### src/rtl/pkt_sched_pkg.sv
// Shared definitions for the packet DWRR scheduler.
//   sched_state_t : scheduler FSM encoding (LOAD, SEL, XFER)
//   sat_add       : unsigned add clamped to a caller-given width w (w <= SAT_MAXW)
package pkt_sched_pkg;

   typedef enum logic [1:0] {
      ST_LOAD = 2'd0,
      ST_SEL  = 2'd1,
      ST_XFER = 2'd2
   } sched_state_t;

   localparam int SAT_MAXW = 32;

   function automatic logic [SAT_MAXW-1:0] sat_add(input logic [SAT_MAXW-1:0] a,
                                                   input logic [SAT_MAXW-1:0] b,
                                                   input int unsigned w);
      logic [SAT_MAXW:0] sum;
      logic [SAT_MAXW:0] one;
      logic [SAT_MAXW:0] lim;
      one    = '0;
      one[0] = 1'b1;
      sum    = {1'b0, a} + {1'b0, b};
      lim    = (one << w) - one;
      return (sum > lim) ? lim[SAT_MAXW-1:0] : sum[SAT_MAXW-1:0];
   endfunction

endpackage

### src/rtl/ff_en.sv
// Shared flop primitive: synchronous active-high reset, load enable.
//   i_clk, i_rst : clock, reset (RST_VAL loaded)
//   i_en, i_d    : load enable and data
//   o_q          : registered value
module ff_en #(
   parameter int              W       = 1,
   parameter logic [W-1:0]    RST_VAL = '0
) (
   input  logic          i_clk,
   input  logic          i_rst,
   input  logic          i_en,
   input  logic [W-1:0]  i_d,
   output logic [W-1:0]  o_q
);

   always_ff @(posedge i_clk) begin
      if (i_rst)
         o_q <= RST_VAL;
      else if (i_en)
         o_q <= i_d;
   end

endmodule

### src/rtl/pkt_dwrr_sched_rr_next_ptr.sv
// Round-robin next-pointer search for the DWRR scheduler.
//   i_reqs : per-requester pending flags
//   i_ptr  : current pointer
//   o_nxt  : pointer to visit next
//   o_skip : requesters jumped over (their deficits must be cleared)
// Build option PKT_SCHED_SKIP_IDLE_EN: jump straight to the next requesting
// index; otherwise step to ptr+1 and report no skips.
module rr_next_ptr
   import pkt_sched_pkg::*;
#(
   parameter int NUM_REQS = 4,
   parameter int CNTWID   = $clog2(NUM_REQS)
) (
   input  logic [NUM_REQS-1:0] i_reqs,
   input  logic [CNTWID-1:0]   i_ptr,
   output logic [CNTWID-1:0]   o_nxt,
   output logic [NUM_REQS-1:0] o_skip
);

   logic [CNTWID-1:0] w_inc;

   // explicit wrap so non-power-of-2 counts never leave the valid range
   assign w_inc = (i_ptr == CNTWID'(NUM_REQS-1)) ? '0 : i_ptr + CNTWID'(1);

`ifdef PKT_SCHED_SKIP_IDLE_EN
   always_comb begin
      logic w_found;
      int   w_idx;
      w_found = 1'b0;
      w_idx   = 0;
      o_nxt   = w_inc;
      o_skip  = '0;
      for (int k = 1; k < NUM_REQS; k++) begin
         w_idx = (int'(i_ptr) + k) % NUM_REQS;
         if (!w_found) begin
            if (i_reqs[w_idx]) begin
               w_found = 1'b1;
               o_nxt   = CNTWID'(w_idx);
            end else begin
               o_skip[w_idx] = 1'b1;
            end
         end
      end
      // nobody waiting: plain step, nothing counts as skipped
      if (!w_found)
         o_skip = '0;
   end
`else
   logic w_unused_reqs;
   assign w_unused_reqs = ^i_reqs;
   assign o_nxt         = w_inc;
   assign o_skip        = '0;
`endif

endmodule

### src/rtl/pkt_dwrr_sched.sv
// Packet-level deficit-weighted round-robin scheduler for a multi-beat link.
//   clk, rst        : clock, synchronous active-high reset
//   blk             : downstream stall, freezes beat transfer
//   reqs, lens      : per-requester head-packet pending flag and length (0 = 1 beat)
//   input_quantums  : per-requester quantum added once per visit
//   gnt             : registered one-hot grant held for the whole packet
//   beat_vld, last  : beat transfers this cycle / final beat of the packet
//   busy            : packet transfer in progress
// Build option PKT_SCHED_SKIP_IDLE_EN (see rr_next_ptr) skips idle requesters.
//
// state | meaning
// LOAD  | add quantum[ptr] to def_cnt[ptr] (saturating)
// SEL   | grant head packet of ptr if deficit covers it, else move pointer
// XFER  | hold gnt[ptr], count beats down while not stalled
module pkt_dwrr_sched
   import pkt_sched_pkg::*;
#(
   parameter int NUM_REQS = 4,
   parameter int QWID     = 8,
   parameter int LWID     = 4,
   parameter int CNTWID   = $clog2(NUM_REQS)
) (
   input  logic                     clk,
   input  logic                     rst,
   input  logic                     blk,
   input  logic [NUM_REQS-1:0]      reqs,
   input  logic [NUM_REQS*LWID-1:0] lens,
   input  logic [NUM_REQS*QWID-1:0] input_quantums,
   output logic [NUM_REQS-1:0]      gnt,
   output logic                     beat_vld,
   output logic                     last,
   output logic                     busy
);

   sched_state_t        r_state, w_state_nxt;
   logic [CNTWID-1:0]   r_ptr, w_ptr_nxt, w_rr_nxt;
   logic                w_ptr_en;
   logic [NUM_REQS-1:0] w_rr_skip;
   logic [QWID-1:0]     r_def     [NUM_REQS];
   logic [QWID-1:0]     w_def_nxt [NUM_REQS];
   logic [NUM_REQS-1:0] w_def_en;
   logic [LWID-1:0]     r_beat_cnt, w_beat_nxt;
   logic                w_beat_en;
   logic [NUM_REQS-1:0] r_gnt, w_gnt_nxt;

   logic [LWID-1:0]     w_len_raw, w_len;
   logic [QWID-1:0]     w_qnt, w_def_cur, w_def_load;
   logic                w_req_cur, w_fits;

   assign w_len_raw  = lens[int'(r_ptr)*LWID +: LWID];
   assign w_len      = (w_len_raw == '0) ? LWID'(1) : w_len_raw;
   assign w_qnt      = input_quantums[int'(r_ptr)*QWID +: QWID];
   assign w_def_cur  = r_def[r_ptr];
   assign w_req_cur  = reqs[r_ptr];
   assign w_fits     = w_req_cur && (32'(w_def_cur) >= 32'(w_len));
   assign w_def_load = QWID'(sat_add(32'(w_def_cur), 32'(w_qnt), QWID));

   rr_next_ptr #(.NUM_REQS(NUM_REQS), .CNTWID(CNTWID)) u_rr (
      .i_reqs (reqs),
      .i_ptr  (r_ptr),
      .o_nxt  (w_rr_nxt),
      .o_skip (w_rr_skip)
   );

   always_ff @(posedge clk) begin
      if (rst)
         r_state <= ST_LOAD;
      else
         r_state <= w_state_nxt;
   end

   always_comb begin
      w_state_nxt = r_state;
      w_ptr_nxt   = r_ptr;
      w_ptr_en    = 1'b0;
      w_beat_nxt  = r_beat_cnt;
      w_beat_en   = 1'b0;
      w_gnt_nxt   = '0;
      w_def_en    = '0;
      for (int i = 0; i < NUM_REQS; i++)
         w_def_nxt[i] = r_def[i];

      case (r_state)
         ST_LOAD: begin
            w_def_nxt[r_ptr] = w_def_load;
            w_def_en[r_ptr]  = 1'b1;
            w_state_nxt      = ST_SEL;
         end
         ST_SEL: begin
            if (w_fits) begin
               w_def_nxt[r_ptr] = w_def_cur - QWID'(w_len);
               w_def_en[r_ptr]  = 1'b1;
               w_beat_nxt       = w_len;
               w_beat_en        = 1'b1;
               w_gnt_nxt[r_ptr] = 1'b1;
               w_state_nxt      = ST_XFER;
            end else begin
               for (int i = 0; i < NUM_REQS; i++) begin
                  if (w_rr_skip[i]) begin
                     w_def_nxt[i] = '0;
                     w_def_en[i]  = 1'b1;
                  end
               end
               // an idle requester forfeits its accumulated deficit
               if (!w_req_cur) begin
                  w_def_nxt[r_ptr] = '0;
                  w_def_en[r_ptr]  = 1'b1;
               end
               w_ptr_nxt   = w_rr_nxt;
               w_ptr_en    = 1'b1;
               w_state_nxt = ST_LOAD;
            end
         end
         ST_XFER: begin
            w_gnt_nxt = r_gnt;
            if (!blk) begin
               w_beat_nxt = r_beat_cnt - LWID'(1);
               w_beat_en  = 1'b1;
               if (r_beat_cnt == LWID'(1)) begin
                  w_gnt_nxt   = '0;
                  w_state_nxt = ST_SEL;
               end
            end
         end
         default: w_state_nxt = ST_LOAD;
      endcase
   end

   ff_en #(.W(CNTWID)) u_ptr (
      .i_clk(clk), .i_rst(rst), .i_en(w_ptr_en), .i_d(w_ptr_nxt), .o_q(r_ptr)
   );

   ff_en #(.W(LWID)) u_beat (
      .i_clk(clk), .i_rst(rst), .i_en(w_beat_en), .i_d(w_beat_nxt), .o_q(r_beat_cnt)
   );

   ff_en #(.W(NUM_REQS)) u_gnt (
      .i_clk(clk), .i_rst(rst), .i_en(1'b1), .i_d(w_gnt_nxt), .o_q(r_gnt)
   );

   for (genvar g = 0; g < NUM_REQS; g++) begin : g_def
      ff_en #(.W(QWID)) u_def (
         .i_clk(clk), .i_rst(rst), .i_en(w_def_en[g]), .i_d(w_def_nxt[g]), .o_q(r_def[g])
      );
   end

   assign gnt      = r_gnt;
   assign busy     = (r_state == ST_XFER);
   assign beat_vld = (|r_gnt) & ~blk;
   assign last     = busy & (r_beat_cnt == LWID'(1)) & ~blk;

endmodule

### config.mk
export PLATFORM = sky130hd
export DESIGN_NAME = pkt_dwrr_sched
export DESIGN_NICKNAME = d
export VERILOG_FILES = /design/src/rtl/pkt_sched_pkg.sv /design/src/rtl/ff_en.sv /design/src/rtl/pkt_dwrr_sched_rr_next_ptr.sv /design/src/rtl/pkt_dwrr_sched.sv
export SDC_FILE = /design/constraint.sdc
export NUM_CORES = 1
export LEC_CHECK = 0
export CORE_UTILIZATION = 45
export CTS_BUF_LIST = sky130_fd_sc_hd__clkbuf_4 sky130_fd_sc_hd__clkbuf_8
export DETAILED_ROUTE_END_ITERATION = 8
export PLACE_DENSITY_LB_ADDON = 0.2
export SLEW_MARGIN = 5
export SYNTH_ARGS = -nofsm -noshare
export SYNTH_HDL_FRONTEND = slang
export SYNTH_SLANG_ARGS = --single-unit
### constraint.sdc
create_clock -name clk -period 4.1 [get_ports clk]
set_input_delay 0.615 -clock clk [delete_from_list [all_inputs] [get_ports clk]]
set_output_delay 0.615 -clock clk [all_outputs]
set_load 0.01 [all_outputs]
==> metrics.md <==
| Metric | Value |
|---|---|
| Fin crit share | about 94% |
| Die Width | a little under 90 µm |
| Starting Density | 47.5% |
| Num Clock Sinks | 44 |
| Max FO, Critical Path | 6 |
| Crit Path Category | in -> reg |
| Fmax | ~260 MHz |
| CTS root buffer | clkbuf_8 |
| GRT Overall Usage | between 20 and 30% |
| Clock latency on the worst-skew pair | approximately 300 ps |
| Share of cells above drive strength 1 | around an eighth |
| CP endpoint kind | flop |
| Die span in y | just under 90 µm |
| Worst hold path type | reg -> reg |
| Synthesized area | roughly 0.0033 mm² |
| Pwr dens | 701 mW/mm² |
| Hold Path Sink | u_gnt.o_q[3] |
| Post-synth top area share | between 20% and 30% |
| # DRC | 0 |
| Syn avg cell area | approximately 8.7 µm² |
| Vias in the first global route | 3057 |
| Hold slack final | approximately 470 ps |
| Initial DRC count | ~340 |
| Min Clock Period, post-route | approximately 3800 ps |
| # diodes | 0 |
| Clk pin slew, worst setup/hold paths | approximately 80 ps |
| Vias per cell | roughly 6.1 |
| Max cap viols | 0 |
| Async SR Flop Fraction | 0% |
| Worst VDD drop | 298 µV |
| Initial antenna violation count | 0 |
| Fin nets | 515 |
| Reg2Reg Capture Point | g_def[2].u_def.o_q[5] |
| Global-route wire length before repair | between 10 and 15 mm |
| Drt total wl | between 9 and 10 mm |
| Least-Margin Pin Slew | 879 ps |
| DR pass1 iterations | 5 |
| Hold-fix buffers, CTS | 0 |
| # setup viols final | 0 |
| Routed len/inst | ~18 µm |
| R2R Setup Slk | roughly 360 ps |
| Setup TNS | 0 ps |
| Relative slew margins | ~41% |
| Post-synth cell types | 50 |
| Hold path startpoint | u_gnt.o_q[3] |
| Routed Antenna Nets | 0 |
| Hold depth | 2 |
| Net Count, Synth | about 460 |
| Final HPWL DP | roughly 7 mm |
| Routed via count | 3239 |
| FP Rows | 30 |
| Largest net degree at the start of global routing | 45 |
| Max Buffers Root-to-Sink | 2 |
| Cells after synthesis | between 300 and 400 |
| Yosys warning count | 0 |
| Top_reg_cell synth | dfxtp_1 |
| Post-synth EDFFs | 0 |
| Most frequent cells in the layout | clkdlybuf4s50_1, nor2_1, dfxtp_1 |
| Die area | roughly 0.0076 mm² |
| Reg2Reg Depth | 14 |
| Outcome | complete, no violations |
| P&R area growth vs syn | 26.9% |
| Count of final hold-check violations | 0 |
| GP Congestion | between 0.8 and 0.9 |
| Max-slew violation count | 0 |
| Total core area | 0.00691 mm² |
| Leak | 1.48 nW |
| Area leader, netlist | dfxtp_1 |
| IO buf count | a little over 60 |
| CTS tree | done |
| Worst Setup Start Kind | input pin |
| Main area contributors after synthesis | dfxtp_1, mux4_2, ha_1, a211oi_1, nor2_1 |
| Number of synthesized register bits | 44 |
| Origin of the critical flop-to-flop path | u_ptr.o_q[0] |
| Worst Path Required | between 4000 and 5000 ps |
| CP arrival | a little over 4000 ps |
| Sequential cell area fraction in the yosys report | 26.9% |
| H-tree depth | 2 |
| Total grt overflow | 0 |
| CTS Buf Count | 5 |
| RSZ-0062 raised after global routing | no |
| Worst Skew | about 8.8 ps |
| Most common cell after layout, fill and taps aside | clkdlybuf4s50_1 |
| I/O pins | 62 |
metrics by stage:
stage	total power [mW]	cells	setup slack [ps]	util (%)	area, µm²
3_5_place_dp	2.55	525	-139	58.6	4050
6_report	2.92	533	254	60.3	4160
2_1_floorplan	1.99	376	149	-	3280
4_1_cts	2.85	533	139	60.0	4140
5_1_grt	3.15	533	14.1	60.3	4160
3_3_place_gp	2.52	525	-60.7	58.6	4050
worst max path at each step:
| stage | start | endpoint | slack, ps | cells past startpoint |
|---|---|---|---|---|
| finish | lens[14] | g_def[2].u_def.o_q[5] | 250 | 14 |
| global route | lens[14] | g_def[3].u_def.o_q[2] | 10 | 14 |
| CTS | u_ptr.o_q[0] | g_def[1].u_def.o_q[5] | 140 | 14 |
| detailed placement | lens[14] | g_def[3].u_def.o_q[5] | -140 | 13 |
| global placement | lens[15] | g_def[1].u_def.o_q[5] | -60 | 14 |
| floorplan | u_ptr.o_q[1] | g_def[2].u_def.o_q[5] | 150 | 15 |
power by group:
group	total, mW	internal (mW)	switching (mW)
sequential	0.584	0.519	0.0655
combinational	2.04	0.863	1.18
clock	0.294	0.144	0.151
total	2.92	1.53	1.39
final cells by class:
cell class / count / area, µm²
Clock buffer: 7 / 90.1
Clock inverter: 1 / 7.51
Fill cell: 629 / 2740
Inverter: 15 / 56.3
Multi-Input combinational cell: 290 / 2250
Sequential cell: 44 / 882
Tap cell: 96 / 120
Timing Repair Buffer: 80 / 753
sequential cells by signal, summed over array words and instances, names as in the netlist:
signal           count
u_beat.o_q           4
g_def.u_def.o_q     32
u_gnt.o_q            4
r_state              2
u_ptr.o_q            2
layer usage:
metal	global-route usage [%]	wire, µm	up-vias
met1	35.0	4300	1544
met4	6.71	136	0
met2	41.9	4350	137
met5	0	0	-
met3	3.22	676	13
li1	-	-	1545
synthesized netlist by cell type, drive strengths merged, types with 3 or more instances:
master and instances:
xor2 5, a21o 4, clkbuf 20, nor2 45
a211oi 23, nand2 25, mux4 20, o31a 4
o211a 3, nor3 13, nor2b 5, o21a 6
ha 22, o22ai 3, a311oi 9, a31oi 7
nand2b 3, a21oi 26, nand3 8, inv 15
buf 7, nor4 3, nand4 4, o21ai 13
a41oi 4, mux2i 3, dfxtp 44
kinds of logic after synthesis:
logic type / Yosys count / synth area share, %
xor+xnor: 7 / 1.87
fa+ha+maj: 24 / 9.61
compound gates: 111 / 23.2
simple gates: 123 / 18.1
buf+inv: 42 / 4.96
mux: 25 / 15.3
flops: 44 / 26.9
worst max-delay path, stage by stage:
cell,delay (ps)
clkdlybuf4s50_1,410
mux4_2,480
inv_1,90
a31o_2,160
ha_1,160
inv_1,50
fa_1,400
a21o_1,240
a2111oi_4,400
buf_4,170
and2_0,270
a31oi_1,170
buf_4,200
a311oi_1,230
what timing repair did:
action                     4_1_cts  5_1_grt
setup endpoints to repair        0       36
resized for setup                0        6
setup buffers                    0        0
Note: power is estimated with default switching activity, not from simulation.
